## src/rtl/bmm150_ctrl_if.sv

```systemverilog
// Single-byte register transaction bus between the sequencer and the BMM150 SPI master.
interface bmm150_ctrl_if;
  logic       spi_start;
  logic       spi_rw;
  logic [6:0] spi_reg_addr;
  logic [7:0] spi_tx_data;
  logic [7:0] spi_rx_data;
  logic       spi_busy;
  logic       spi_done;

  // Sequencer side: requests transactions, receives completion and read data.
  modport master (
    output spi_start, spi_rw, spi_reg_addr, spi_tx_data,
    input  spi_rx_data, spi_busy, spi_done
  );

  // SPI master side.
  modport slave (
    input  spi_start, spi_rw, spi_reg_addr, spi_tx_data,
    output spi_rx_data, spi_busy, spi_done
  );
endinterface

```

## src/rtl/bmm150_ctrl.sv

```systemverilog
// BMM150 sequencer: power-up, chip-ID check, normal mode, then periodic
// 8-byte data bursts assembled into sign/zero-extended X/Y/Z/RHALL words.
module bmm150_ctrl #(
  parameter int unsigned CLK_HZ     = 50_000_000,
  parameter int unsigned POWERUP_US = 3000,
  parameter int unsigned SAMPLE_HZ  = 10,
  parameter logic [7:0]  CHIP_ID    = 8'h32
) (
  input  logic          clk,
  input  logic          rst,
  input  logic          enable,
  bmm150_ctrl_if.master spi,
  output logic [15:0]   mag_x,
  output logic [15:0]   mag_y,
  output logic [15:0]   mag_z,
  output logic [15:0]   rhall,
  output logic          data_valid,
  output logic          init_done,
  output logic          id_err
);

  localparam int unsigned POWERUP_CYCLES = (CLK_HZ / 1_000_000) * POWERUP_US;
  localparam int unsigned PERIOD_CYCLES  = CLK_HZ / SAMPLE_HZ;
  localparam int unsigned MAX_CYCLES     = (POWERUP_CYCLES > PERIOD_CYCLES) ?
                                           POWERUP_CYCLES : PERIOD_CYCLES;
  localparam int unsigned CNT_W          = (MAX_CYCLES > 2) ? $clog2(MAX_CYCLES) : 1;
  localparam logic [CNT_W-1:0] PWR_LAST  = CNT_W'(POWERUP_CYCLES - 1);
  localparam logic [CNT_W-1:0] PER_LAST  = CNT_W'(PERIOD_CYCLES - 1);

  typedef enum logic [3:0] {
    IDLE, PWR_ON, PWR_WAIT, CHK_ID, SET_MODE,
    SAMPLE_WAIT, READ_BURST, PUBLISH, ERROR
  } state_t;

  state_t           state_q, state_d;
  logic             pending_q, pending_d;   // 0 = ISSUE substate, 1 = WAIT substate
  logic [CNT_W-1:0] cnt_q, cnt_d;
  logic [2:0]       idx_q, idx_d;
  logic [7:0]       buf_q [8];
  logic             buf_we;

  logic             start_q, start_d;
  logic             rw_q, rw_d;
  logic [6:0]       addr_q, addr_d;
  logic [7:0]       tx_q, tx_d;
  logic [15:0]      mag_x_q, mag_x_d, mag_y_q, mag_y_d;
  logic [15:0]      mag_z_q, mag_z_d, rhall_q, rhall_d;
  logic             valid_q, valid_d;
  logic             init_q, init_d;
  logic             id_err_q, id_err_d;

  logic             op_rw;
  logic [6:0]       op_addr;
  logic [7:0]       op_tx;

  logic [15:0]      asm_x, asm_y, asm_z, asm_rhall;

  // Output word assembly from the burst buffer.
  assign asm_x     = {{3{buf_q[1][7]}}, buf_q[1], buf_q[0][7:3]};
  assign asm_y     = {{3{buf_q[3][7]}}, buf_q[3], buf_q[2][7:3]};
  assign asm_z     = {buf_q[5][7], buf_q[5], buf_q[4][7:1]};
  assign asm_rhall = {2'b00, buf_q[7], buf_q[6][7:2]};

  assign spi.spi_start    = start_q;
  assign spi.spi_rw       = rw_q;
  assign spi.spi_reg_addr = addr_q;
  assign spi.spi_tx_data  = tx_q;
  assign mag_x            = mag_x_q;
  assign mag_y            = mag_y_q;
  assign mag_z            = mag_z_q;
  assign rhall            = rhall_q;
  assign data_valid       = valid_q;
  assign init_done        = init_q;
  assign id_err           = id_err_q;

  // State and output registers.
  always_ff @(posedge clk) begin
    if (rst) begin
      state_q   <= IDLE;
      pending_q <= 1'b0;
      cnt_q     <= '0;
      idx_q     <= '0;
      for (int i = 0; i < 8; i++) buf_q[i] <= '0;
      start_q   <= 1'b0;
      rw_q      <= 1'b0;
      addr_q    <= '0;
      tx_q      <= '0;
      mag_x_q   <= '0;
      mag_y_q   <= '0;
      mag_z_q   <= '0;
      rhall_q   <= '0;
      valid_q   <= 1'b0;
      init_q    <= 1'b0;
      id_err_q  <= 1'b0;
    end else begin
      state_q   <= state_d;
      pending_q <= pending_d;
      cnt_q     <= cnt_d;
      idx_q     <= idx_d;
      if (buf_we) buf_q[idx_q] <= spi.spi_rx_data;
      start_q   <= start_d;
      rw_q      <= rw_d;
      addr_q    <= addr_d;
      tx_q      <= tx_d;
      mag_x_q   <= mag_x_d;
      mag_y_q   <= mag_y_d;
      mag_z_q   <= mag_z_d;
      rhall_q   <= rhall_d;
      valid_q   <= valid_d;
      init_q    <= init_d;
      id_err_q  <= id_err_d;
    end
  end

  // Next-state and next-output logic.
  always_comb begin
    state_d   = state_q;
    pending_d = pending_q;
    cnt_d     = cnt_q;
    idx_d     = idx_q;
    buf_we    = 1'b0;
    start_d   = 1'b0;
    rw_d      = rw_q;
    addr_d    = addr_q;
    tx_d      = tx_q;
    mag_x_d   = mag_x_q;
    mag_y_d   = mag_y_q;
    mag_z_d   = mag_z_q;
    rhall_d   = rhall_q;
    valid_d   = 1'b0;
    init_d    = init_q;
    id_err_d  = id_err_q;
    op_rw     = 1'b0;
    op_addr   = '0;
    op_tx     = '0;

    // Register transaction owned by each SPI state.
    case (state_q)
      PWR_ON:     begin op_rw = 1'b0; op_addr = 7'h4B; op_tx = 8'h01; end
      CHK_ID:     begin op_rw = 1'b1; op_addr = 7'h40; end
      SET_MODE:   begin op_rw = 1'b0; op_addr = 7'h4C; op_tx = 8'h00; end
      READ_BURST: begin op_rw = 1'b1; op_addr = 7'h42 + {4'b0000, idx_q}; end
      default:    ;
    endcase

    case (state_q)
      IDLE: begin
        pending_d = 1'b0;
        if (enable) state_d = PWR_ON;
      end
      PWR_WAIT: begin
        if (!enable) state_d = IDLE;
        else if (cnt_q == PWR_LAST) state_d = CHK_ID;
        else cnt_d = cnt_q + CNT_W'(1);
      end
      SAMPLE_WAIT: begin
        if (!enable) state_d = IDLE;
        else if (cnt_q == PER_LAST) begin
          state_d = READ_BURST;
          idx_d   = '0;
        end else cnt_d = cnt_q + CNT_W'(1);
      end
      PUBLISH: begin
        if (!enable) state_d = IDLE;
        else begin
          if (buf_q[6][0]) begin
            mag_x_d = asm_x;
            mag_y_d = asm_y;
            mag_z_d = asm_z;
            rhall_d = asm_rhall;
            valid_d = 1'b1;
          end
          state_d = SAMPLE_WAIT;
          cnt_d   = '0;
        end
      end
      ERROR: ;
      default: begin
        // Shared ISSUE/WAIT handling for PWR_ON, CHK_ID, SET_MODE, READ_BURST.
        if (!pending_q) begin
          if (!enable) state_d = IDLE;
          else if (!spi.spi_busy) begin
            start_d   = 1'b1;
            rw_d      = op_rw;
            addr_d    = op_addr;
            tx_d      = op_tx;
            pending_d = 1'b1;
          end
        end else if (spi.spi_done) begin
          pending_d = 1'b0;
          if (!enable) state_d = IDLE;
          else begin
            case (state_q)
              PWR_ON: begin
                state_d = PWR_WAIT;
                cnt_d   = '0;
              end
              CHK_ID: begin
                if (spi.spi_rx_data == CHIP_ID) state_d = SET_MODE;
                else begin
                  id_err_d = 1'b1;
                  state_d  = ERROR;
                end
              end
              SET_MODE: begin
                init_d  = 1'b1;
                state_d = SAMPLE_WAIT;
                cnt_d   = '0;
              end
              READ_BURST: begin
                buf_we = 1'b1;
                if (idx_q == 3'd7) state_d = PUBLISH;
                else idx_d = idx_q + 3'd1;
              end
              default: ;
            endcase
          end
        end
      end
    endcase

    // Any return to IDLE drops the configured flag.
    if (state_d == IDLE) init_d = 1'b0;
  end

endmodule

```

## src/flat_wrapper.sv

```systemverilog
// flat-port wrapper written by rule: the top's interface ports become plain ports
module bmm150_ctrl_flat 
#(
  parameter int unsigned CLK_HZ     = 50_000_000,
  parameter int unsigned POWERUP_US = 3000,
  parameter int unsigned SAMPLE_HZ  = 10,
  parameter logic [7:0]  CHIP_ID    = 8'h32
)
  (clk, rst, enable, mag_x, mag_y, mag_z, rhall, data_valid, init_done, id_err, spi_spi_start, spi_spi_rw, spi_spi_reg_addr, spi_spi_tx_data, spi_spi_rx_data, spi_spi_busy, spi_spi_done);
  bmm150_ctrl_if spi_i ();
  input  logic clk;
  input  logic rst;
  input  logic enable;
  output logic [15:0] mag_x;
  output logic [15:0] mag_y;
  output logic [15:0] mag_z;
  output logic [15:0] rhall;
  output logic data_valid;
  output logic init_done;
  output logic id_err;
  output wire logic [$bits(spi_i.spi_start)-1:0] spi_spi_start;
  output wire logic [$bits(spi_i.spi_rw)-1:0] spi_spi_rw;
  output wire logic [$bits(spi_i.spi_reg_addr)-1:0] spi_spi_reg_addr;
  output wire logic [$bits(spi_i.spi_tx_data)-1:0] spi_spi_tx_data;
  input wire logic [$bits(spi_i.spi_rx_data)-1:0] spi_spi_rx_data;
  input wire logic [$bits(spi_i.spi_busy)-1:0] spi_spi_busy;
  input wire logic [$bits(spi_i.spi_done)-1:0] spi_spi_done;
  assign spi_spi_start = spi_i.spi_start;
  assign spi_spi_rw = spi_i.spi_rw;
  assign spi_spi_reg_addr = spi_i.spi_reg_addr;
  assign spi_spi_tx_data = spi_i.spi_tx_data;
  assign spi_i.spi_rx_data = spi_spi_rx_data;
  assign spi_i.spi_busy = spi_spi_busy;
  assign spi_i.spi_done = spi_spi_done;
  bmm150_ctrl #(.CLK_HZ(CLK_HZ), .POWERUP_US(POWERUP_US), .SAMPLE_HZ(SAMPLE_HZ), .CHIP_ID(CHIP_ID)) u_core (.clk(clk), .rst(rst), .enable(enable), .spi(spi_i), .mag_x(mag_x), .mag_y(mag_y), .mag_z(mag_z), .rhall(rhall), .data_valid(data_valid), .init_done(init_done), .id_err(id_err));
endmodule
```

## config.mk

```make
export PLATFORM = sky130hd
export DESIGN_NAME = bmm150_ctrl_flat
export DESIGN_NICKNAME = d
export VERILOG_FILES = /design/src/rtl/bmm150_ctrl_if.sv /design/src/rtl/bmm150_ctrl.sv /design/src/flat_wrapper.sv
export SDC_FILE = /design/constraint.sdc
export NUM_CORES = 1
export LEC_CHECK = 0
export ABC_AREA = 1
export CELL_PAD_IN_SITES_DETAIL_PLACEMENT = 1
export CELL_PAD_IN_SITES_GLOBAL_PLACEMENT = 2
export CORE_ASPECT_RATIO = 1.1
export CORE_MARGIN = 5
export CORE_UTILIZATION = 29
export CTS_CLUSTER_DIAMETER = 120
export CTS_CLUSTER_SIZE = 10
export DETAILED_ROUTE_END_ITERATION = 10
export PLACE_DENSITY = 0.79
export SLEW_MARGIN = 40
export SYNTH_ARGS = -nofsm -noshare
export SYNTH_HDL_FRONTEND = slang
export SYNTH_SLANG_ARGS = --single-unit
```

## constraint.sdc

```tcl
create_clock -name clk -period 1.85 [get_ports clk]
set_input_delay 0.37 -clock clk [delete_from_list [all_inputs] [get_ports clk]]
set_output_delay 0.37 -clock clk [all_outputs]
set_load 0.02 [all_outputs]
```

==> results of run 1 <==
layout by cell type, fill, tap and decap left out, types with 14 or more instances in the layout:
| master | n |
|---|---|
| nor2_2 | 31 |
| dfxtp_1 | 93 |
| clkbuf_16 | 22 |
| buf_4 | 88 |
| edfxtp_1 | 56 |
| o21ai_0 | 30 |
| nor3_1 | 14 |
| nand3_1 | 76 |
| inv_1 | 47 |
| clkdlybuf4s50_1 | 79 |
| a21oi_1 | 85 |
| nand2_1 | 183 |
| nor2_1 | 93 |
state kept, by name (all words and copies together), names as in the netlist, 3 cells and up:
signal	flops
mag_x	13
mag_y	13
mag_z	15
rhall	14
u_core.buf_q	56
u_core.cnt_q	23
u_core.idx_q	3
u_core.spi.spi_reg_addr	5
u_core.state_q	4
worst max-delay path, stage by stage (launching register included):
cell and delay (ns):
dfxtp_4 0.37, inv_2 0.04, nand2_2 0.06, nor2_2 0.05
a21oi_4 0.15, nand2_4 0.07, clkinv_4 0.05, nand3_4 0.08
buf_6 0.14, nor3_4 0.20, buf_12 0.15, nand2_4 0.08
nand2_8 0.10
worst max path at each step:
stage	end	slack, ns	cells after the start
CTS	u_core.buf_q[6][0]$_SDFFCE_PN0P_	0.0009	10
global placement	u_core.buf_q[4][4]$_SDFFCE_PN0P_	-0.43	7
finish	u_core.buf_q[3][3]$_SDFFCE_PN0P_	-0.02	12
global route	u_core.buf_q[7][6]$_SDFFCE_PN0P_	-0.13	13
detailed placement	u_core.buf_q[4][1]$_SDFFCE_PN0P_	-0.49	7
floorplan	u_core.buf_q[1][0]$_SDFFCE_PN0P_	0.002	10
metrics by stage:
step / utilization / area (um^2) / hold WS [ns] / TNS [ns] / setup slack [ns]
global route: 0.411 / 9730 / 0.476 / -9.54 / -0.126
CTS: 0.396 / 9390 / 0.463 / 0 / 0.000922
detailed placement: 0.371 / 8780 / 0.455 / -50.69 / -0.490
global placement: 0.371 / 8780 / 0.445 / -43.65 / -0.428
floorplan: - / 7080 / 0.472 / 0 / 0.00195
finish: 0.411 / 9730 / 0.460 / -0.374 / -0.0173
repair_timing:
| item | 4_1_cts | 5_1_grt |
|---|---|---|
| cloned | 0 | 3 |
| gates resized for setup | 16 | 62 |
| setup buffers | 1 | 6 |
| endpoints found under the hold margin | 0 | 0 |
| setup endpoints to repair | 77 | 137 |
| pin swaps | 2 | 28 |
per-layer routing:
| layer | global-route usage | vias to the layer above | wire length (um) |
|---|---|---|---|
| met5 | 0 | - | 0 |
| met4 | 0.0370 | 0 | 271 |
| met3 | 0.0263 | 18 | 602 |
| met2 | 0.280 | 93 | 11500 |
| met1 | 0.199 | 3036 | 9640 |
| li1 | - | 3141 | - |
cell families (layout without fill, tap and decap cells):
kind of cell,count (synthesis),after routing
fa+ha+maj,7,7
other cells,1,11
xor+xnor,16,16
flops,153,153
buf+inv,109,275
simple gates,441,441
compound gates,134,134
area by class of cell:
cell class / count / area [um^2]
Multi-Input combinational cell: 609 / 3160
Tap cell: 305 / 382
Inverter: 54 / 210
Clock buffer: 23 / 490
Clock inverter: 9 / 63.8
Timing Repair Buffer: 189 / 1780
Fill cell: 2792 / 14000
Sequential cell: 153 / 3640
where the power goes:
group	total, mW	internal [mW]	switching [mW]
registers	3.66	3.58	0.0823
clock network	3.28	1.88	1.40
logic	1.51	0.597	0.917
total	8.46	6.06	2.40
==> impl_results.md, run 1 <==
* Main combinational cell family by area after synthesis: simple AND/OR/NAND/NOR gates
* Cell accounting for the most synthesized area: dfxtp_1
* Synthesized flop and latch total at 153
* Mux contribution to synthesized area at 0
* DRT iter0 DRCs at roughly 370
* Leakage at ~3.6 nW
* Core area at about 24,000 um^2
* Mean area per synthesized cell at a little over 8 um^2
* CP Launch Point: u_core.state_q[3]$_SDFF_PP0_
* DRT Pass-1 Iters at 4
* Min-Delay Endpoint: rhall[7]$_SDFFE_PP0P_
* Post-synth EDFFs at 56
* Number of global-route vias before repair at 6,461
* Unrepaired setup endpoints after global routing: yes
* Final nets at 1,044
* Max_cap viols at 0
* Die height at 173 um
* Synth-to-Final Area Change at 39.2%
* Peak fanout along the critical path at 8
* Ys flop type: dfxtp_1
* Core Rows at 59
* H-tree depth at 4
* Tcrit/Tclk final at 1.01
* Crit path time final at between 1.5 and 2 ns
* Clk Latency, worst-skew pair at roughly 0.42 ns
* Failing checks: setup timing
* Routed len/inst at 16.4 um
* Count leader, synth: nand2_1
* Non-filler cells, final at around 1,300
* CTS tree: yes
* Post-synth ARST share at 0
* Max VDD drop at between 0.6 and 0.7 mV
* First-pass GRT wire length at around 34,000 um
* Post-Synth Simple-Gate Area at 0.275
* Total track usage at 0.158
* Final hold vios at 0
* Root buf cell: clkbuf_16
* CP Data Required Time at between 1.5 and 2 ns
* Post-route DRC at 0
* FF-to-FF path depth at 12
* Hold Crit Start: rhall[7]$_SDFFE_PP0P_
* Synth Area in Compound Gates at 0.100
* Die Footprint at 27,300 um^2
* Hold Crit Depth at 2
* Reg-to-reg setup timing slack at -0.02 ns
* Clock skew at 0.0104 ns
* RD Place Congestion at about 0.87
* HPWL after DPL at roughly 16,000 um
* Ant. Diodes at 0
* Final wirelength at 22,000 um
* Top Ports at between 90 and 100
* Yosys top cell area share at 0.278
* Setup-failing EPs final at 43
* RR Endpoint: u_core.buf_q[3][3]$_SDFFCE_PN0P_
* Status: complete, but fails checks
* Pwr/cell area at 869 nW/um^2
* Placed insts at ~1,300
* Total chip power at roughly 8.5 mW
* R2r startpoint: u_core.state_q[3]$_SDFF_PP0_
* CP endpoint kind: register
* Post-Syn Instances at roughly 860
* Startpoint Class: register
* Synth warnings at 0
* WS Path Type: reg2reg
* Clk slew on worst S/H paths at ~0.060 ns
* Fraction of layout cells with a size suffix above 1 at 0.217
* Cts hold-fix bufs at 0
* Final Slew Violations at 0
* Register area share after synthesis at 0.518
* Worst Slack Setup Final at -0.0173 ns
* Worst Path Arrival at approximately 2.0 ns
* Synth Area in XOR/XNOR at 0.0201
* Worst-case clock buffer depth at 2
* Grt ovf at 0
* Initial core utilization at 0.295
* Synth unique cells at 38
* Adder-cell area share of the yosys netlist at 0.0125
* HP Class: reg2reg
* Initial antenna violation count at 0
* Via count at about 6,300
* Post-Syn Area at around 7000 um^2
* Top post-synthesis cells by area: dfxtp_1 28%, edfxtp_1 24%, nand2_1 11%
* Die Width at approximately 160 um
* Antenna viol nets, final at 0
* Number of I/O port buffers at 85
* Num CTS Buffers at 17
* Max Clk Rate at ~0.54 GHz
* Largest net degree at the start of global routing at 56
* DR vias/cell at roughly 4.7
* Clk sink count at around 150
* Most frequent cells after synthesis: 197 x nand2_1, 125 x nor2_1, 97 x dfxtp_1
(Power assumes the default switching activity.)
==> inputs of run 2 (changes only) <==
CAP_MARGIN = 0   (was default)
==> results of run 2 <==
No change in the layout: final DEF, timing and power equal those of run 1.
==> RTL change 1 (settings of run 2) <==
`CLK_HZ` is set to 50_000_000 in 2 places; all go to 100_000_000.
--- a/src/rtl/bmm150_ctrl.sv
+++ b/src/rtl/bmm150_ctrl.sv
@@ -3,3 +3,3 @@
 module bmm150_ctrl #(
-  parameter int unsigned CLK_HZ     = 50_000_000,
+  parameter int unsigned CLK_HZ     = 100_000_000,
   parameter int unsigned POWERUP_US = 3000,
--- a/src/flat_wrapper.sv
+++ b/src/flat_wrapper.sv
@@ -3,3 +3,3 @@
 #(
-  parameter int unsigned CLK_HZ     = 50_000_000,
+  parameter int unsigned CLK_HZ     = 100_000_000,
   parameter int unsigned POWERUP_US = 3000,
Check against the original RTL: same outputs for any inputs over 10 cycles, from zero or initial values and one cycle with rst high; that may be too few to reach the edited logic, so the function may still have changed.
==> RTL change 1 against run 2 <==
- synthesized area is 3.2% higher
- sequential share of layout area shrank 0.78 points
- synthesized cell count up 3.6%
- sequential cell count up 1
- routed wire length decreased by 4.2%
- worst setup slack improved by 51 ps
- cell area up 3.0%
- cell count increased by 3.6%
- largest cell class unchanged
Power is not compared: it rests on default switching activity, and its combinational part moved more than twofold at a synthesized area within 25%.
==> RTL change 1: results (changes against run 2) <==
Place
  – Dpl ws: -435.7 ps (+54.29 ps)
  – GPL Wtd Cong: 0.8366 (-3.5%)
  – Post-DP HPWL: 15.83 mm (-0.14%)
  – Area after DPL: 9079 um2 (+3.4%)

Global routing
  – Met2 Use GR: 27.86% (-0.14 points)
  – Vias in the first global route: 6,436 (-0.39%)

Final layout
  – Clock buffer cells: 17 (-26%)
  – Non-clk bufs: 197 (+4.2%)
  – Sequential share of cell area: 36.60% (-0.78 points)
  – Layout cells sized above 1: 26.67% (+5.0 points)
  – Post-route cell area: 10,020 um2 (+3.0%)
  – Non-CTS inverters: 115 (+110%)
  – Non-clk buf share: 18.42% (+0.10 points)
  – Nets: 1,087 (+4.1%)

Logic synthesis
  – Post-Synth XOR/XNOR Area: 2.065% (+0.060 points)
  – Post-synth cell types: 37 (-2.6%)
  – Sequential area share after synthesis: 50.52% (-1.3 points)
  – Largest cells by area after synthesis: dfxtp_1 27%, edfxtp_1 23%, nand2_1 8.2%
  – Adder-Cell Fraction of Synth Area: 1.214% (-0.039 points)

Drt
  – 1st-iter DRT viols: 284 (-23%)
  – Routed met3 length: 631 um (+4.8%)
  – Routed wl met2: 11.28 mm (-1.7%)

Outcome
  – Outcome: completed

Setup path
  – Worst Setup EP: u_core.idx_q[0]
  – Reg-to-reg slack, setup: 30 ps (+50 ps)
## RTL change 1: changes by cell type after synthesis, moves of 4 or more
| cell | change |
|---|---|
| nor3_1 | -11 |
| inv_1 | +61 |
| nor2_1 | +19 |
| a21oi_2 | +20 |
| nand2_1 | -40 |
| nand4_1 | +7 |
| nand2_2 | +21 |
| buf_2 | -7 |
| a21oi_1 | -20 |
| o21ai_0 | +39 |
| nand3_1 | -55 |
| o21ai_1 | -4 |
| clkbuf_1 | +5 |
## RTL change 1: cells by family after synthesis
family          Yosys count
flops                   154
other cells               1
fa+ha+maj                 7
compound gates          168
buf+inv                 166
xor+xnor                 17
simple gates            379
## RTL change 1: critical path, delay by kind of cell (launching register included)
kind            cells  cell delay [ps]
compound gates      1               60
buf+inv             5              610
simple gates        6              640
flops               1              360
## RTL change 1: timing repair
item	in CTS	in global routing
cloned	0	3
buffers inserted	0	5
pin swaps	3	28
hold endpoints to repair	0	0
endpoints found under the setup margin	138	168
resized for setup	20	82
## RTL change 1: how the worst min path moves through the flow
stage / start / end / slack, ps / depth (start not counted)
floorplan: u_core.cnt_q[5] / u_core.cnt_q[5] / 470 / 2
global placement: mag_y[5] / mag_y[5] / 430 / 2
detailed placement: mag_y[5] / mag_y[5] / 440 / 2
CTS: rst / u_core.id_err / 370 / 4
global route: rst / u_core.id_err / 350 / 4
finish: rst / u_core.id_err / 310 / 4
## RTL change 1: power groups by stage
stage,clock [mW],combinational [mW],sequential (mW)
global route,3.68,0.556,3.61
global placement,0,0.467,3.68
detailed placement,0,0.473,3.68
finish,3.44,0.509,3.60
CTS,3.52,0.480,3.61
floorplan,0,0.260,3.67
==> RTL change 2 (config.mk and constraints of run 2) <==
Without the edit above. Re-encode `state_t` (9 states) as Gray code, 4 bits wide.
--- a/src/rtl/bmm150_ctrl.sv
+++ b/src/rtl/bmm150_ctrl.sv
@@ -30,4 +30,4 @@
   typedef enum logic [3:0] {
-    IDLE, PWR_ON, PWR_WAIT, CHK_ID, SET_MODE,
-    SAMPLE_WAIT, READ_BURST, PUBLISH, ERROR
+    IDLE = 4'b0000, PWR_ON = 4'b0001, PWR_WAIT = 4'b0011, CHK_ID = 4'b0010, SET_MODE = 4'b0110,
+    SAMPLE_WAIT = 4'b0111, READ_BURST = 4'b0101, PUBLISH = 4'b0100, ERROR = 4'b1100
   } state_t;
Formal check against the unedited RTL: no difference found for any inputs over 4 cycles, from zero or initial values and one cycle with rst high; so few cycles prove little.
==> RTL change 2 against run 2 <==
- synthesized area decreased by 2.7%
- largest power group unchanged
- cell area fell by 4.2%
- non-clock buffer count decreased by 7
- sequential share of layout area increased by 1.7 points
- total power increased by 16%
- global-route usage fell by 0.49 points
- routed wire length fell by 8.9%
- worst setup slack better by 79 ps
- hold slack better by 0.82 ps
- sequential cell count unchanged
- maximum frequency up 4.4%
- combinational power up 79%
- clock skew is 1.0 ps lower
- count of clock-buffer cells in the layout shrank 1
==> RTL change 2: results (changes against run 2) <==
Logic synthesis
  – Cells after Synth: 858 (-0.35%)
  – Post-synth cell types: 33 (-13%)
  – Sequential area share after synthesis: 53.30% (+1.5 points)

Pwr
  – Maximum vdd ir drop: 0.7947 mV (+31%)
  – Leak: 3.640 nW (+2.2%)

Final layout
  – Layout cells sized above 1: 18.10% (-3.6 points)

Setup path
  – Crit path max-delay cell type: clkdlybuf4s50_1
  – Crit Path Max Fanout: 3 (-5)
  – CP peak stage delay: 630 ps (+260 ps)
  – WP data arrival: 1420 ps (-570 ps)
  – Top delay family on crit path: buffers and inverters

STA
  – Setup violators final: 0 (-100%)
  – Clk_skew: 9.353 ps (-0.9974 ps)
  – Hold Slack: 460.4 ps (+0.8230 ps)

Place
  – Post-DP HPWL: 15.10 mm (-4.8%)
  – GPL Wtd Cong: 0.8769 (+1.1%)

Drt
  – 1st-iter DRT viols: 237 (-36%)
  – Via density per instance: 4.518 (-3.6%)
  – Vias: 6,023 (-4.2%)
  – Routed wire length: 20.02 mm (-8.9%)

Global routing
  – Largest net degree at the start of global routing: 57 (+1.8%)
  – Overall Global Routing Usage: 15.29% (-0.49 points)
  – Vias in the first global route: 6,183 (-4.3%)
  – Global-route wire length before repair: 32.17 mm (-6.5%)

Outcome
  – Outcome: completed
RTL change 2: cell families after synthesis:
group,synth area share [%]
simple gates,27.74
flops,53.30
compound gates,8.614
buf+inv,6.810
xor+xnor,2.190
fa+ha+maj,1.288
other cells,0.05517
RTL change 2: metal layers:
metal | wire length, um | up-vias | GRT usage (%) | part of all wire (%)
li1 | - | 3046 | - | -
met1 | 8984 | 2878 | 19.02 | 45
met2 | 10230 | 87 | 27.36 | 51
met3 | 638 | 12 | 2.808 | 3.2
met4 | 163 | 0 | 3.807 | 0.81
met5 | 0 | - | 0 | 0
RTL change 2: through the flow:
| stage | TNS, ps | setup WS [ps] |
|---|---|---|
| global placement | -46030 | -416.5 |
| CTS | 0 | 6.365 |
| detailed placement | -53380 | -468.9 |
| floorplan | -2825 | -64.27 |
| finish | 0 | 61.31 |
| global route | -44.05 | -35.01 |
RTL change 2: repair_timing:
| item | 4_1_cts | 5_1_grt |
|---|---|---|
| gates cloned | 0 | 0 |
| pin swaps | 1 | 6 |
| resized for setup | 11 | 50 |
| setup endpoints to repair | 71 | 97 |
| buffers inserted | 0 | 1 |
RTL change 2: final cells by class:
cell class              instances  area, um2
repair buffers                182       1698
inverters                      49      183.9
fillers                      2745      13690
clock inverters                10      70.07
flip-flops and latches        153       3636
clock buffers                  22      467.9
well taps                     300      375.4
multi-input cells             617       2885
RTL change 2: final timing paths:
path | startpoint | end | slack, ps | cells past startpoint
setup / recovery | mag_z[14] | mag_z[15] | 60 | 1
hold reg to reg | u_core.id_err | u_core.id_err | 460 | 2
hold / removal | u_core.id_err | u_core.id_err | 460 | 2
setup reg to reg | u_core.state_q[0] | u_core.buf_q[1][7] | 120 | 8
RTL change 2: where the power goes:
group          switching, mW  leakage, nW  internal [mW]
Clock                   1.40        0.261           1.81
Sequential             0.146         1.35           3.71
Combinational           1.54         2.03           1.16
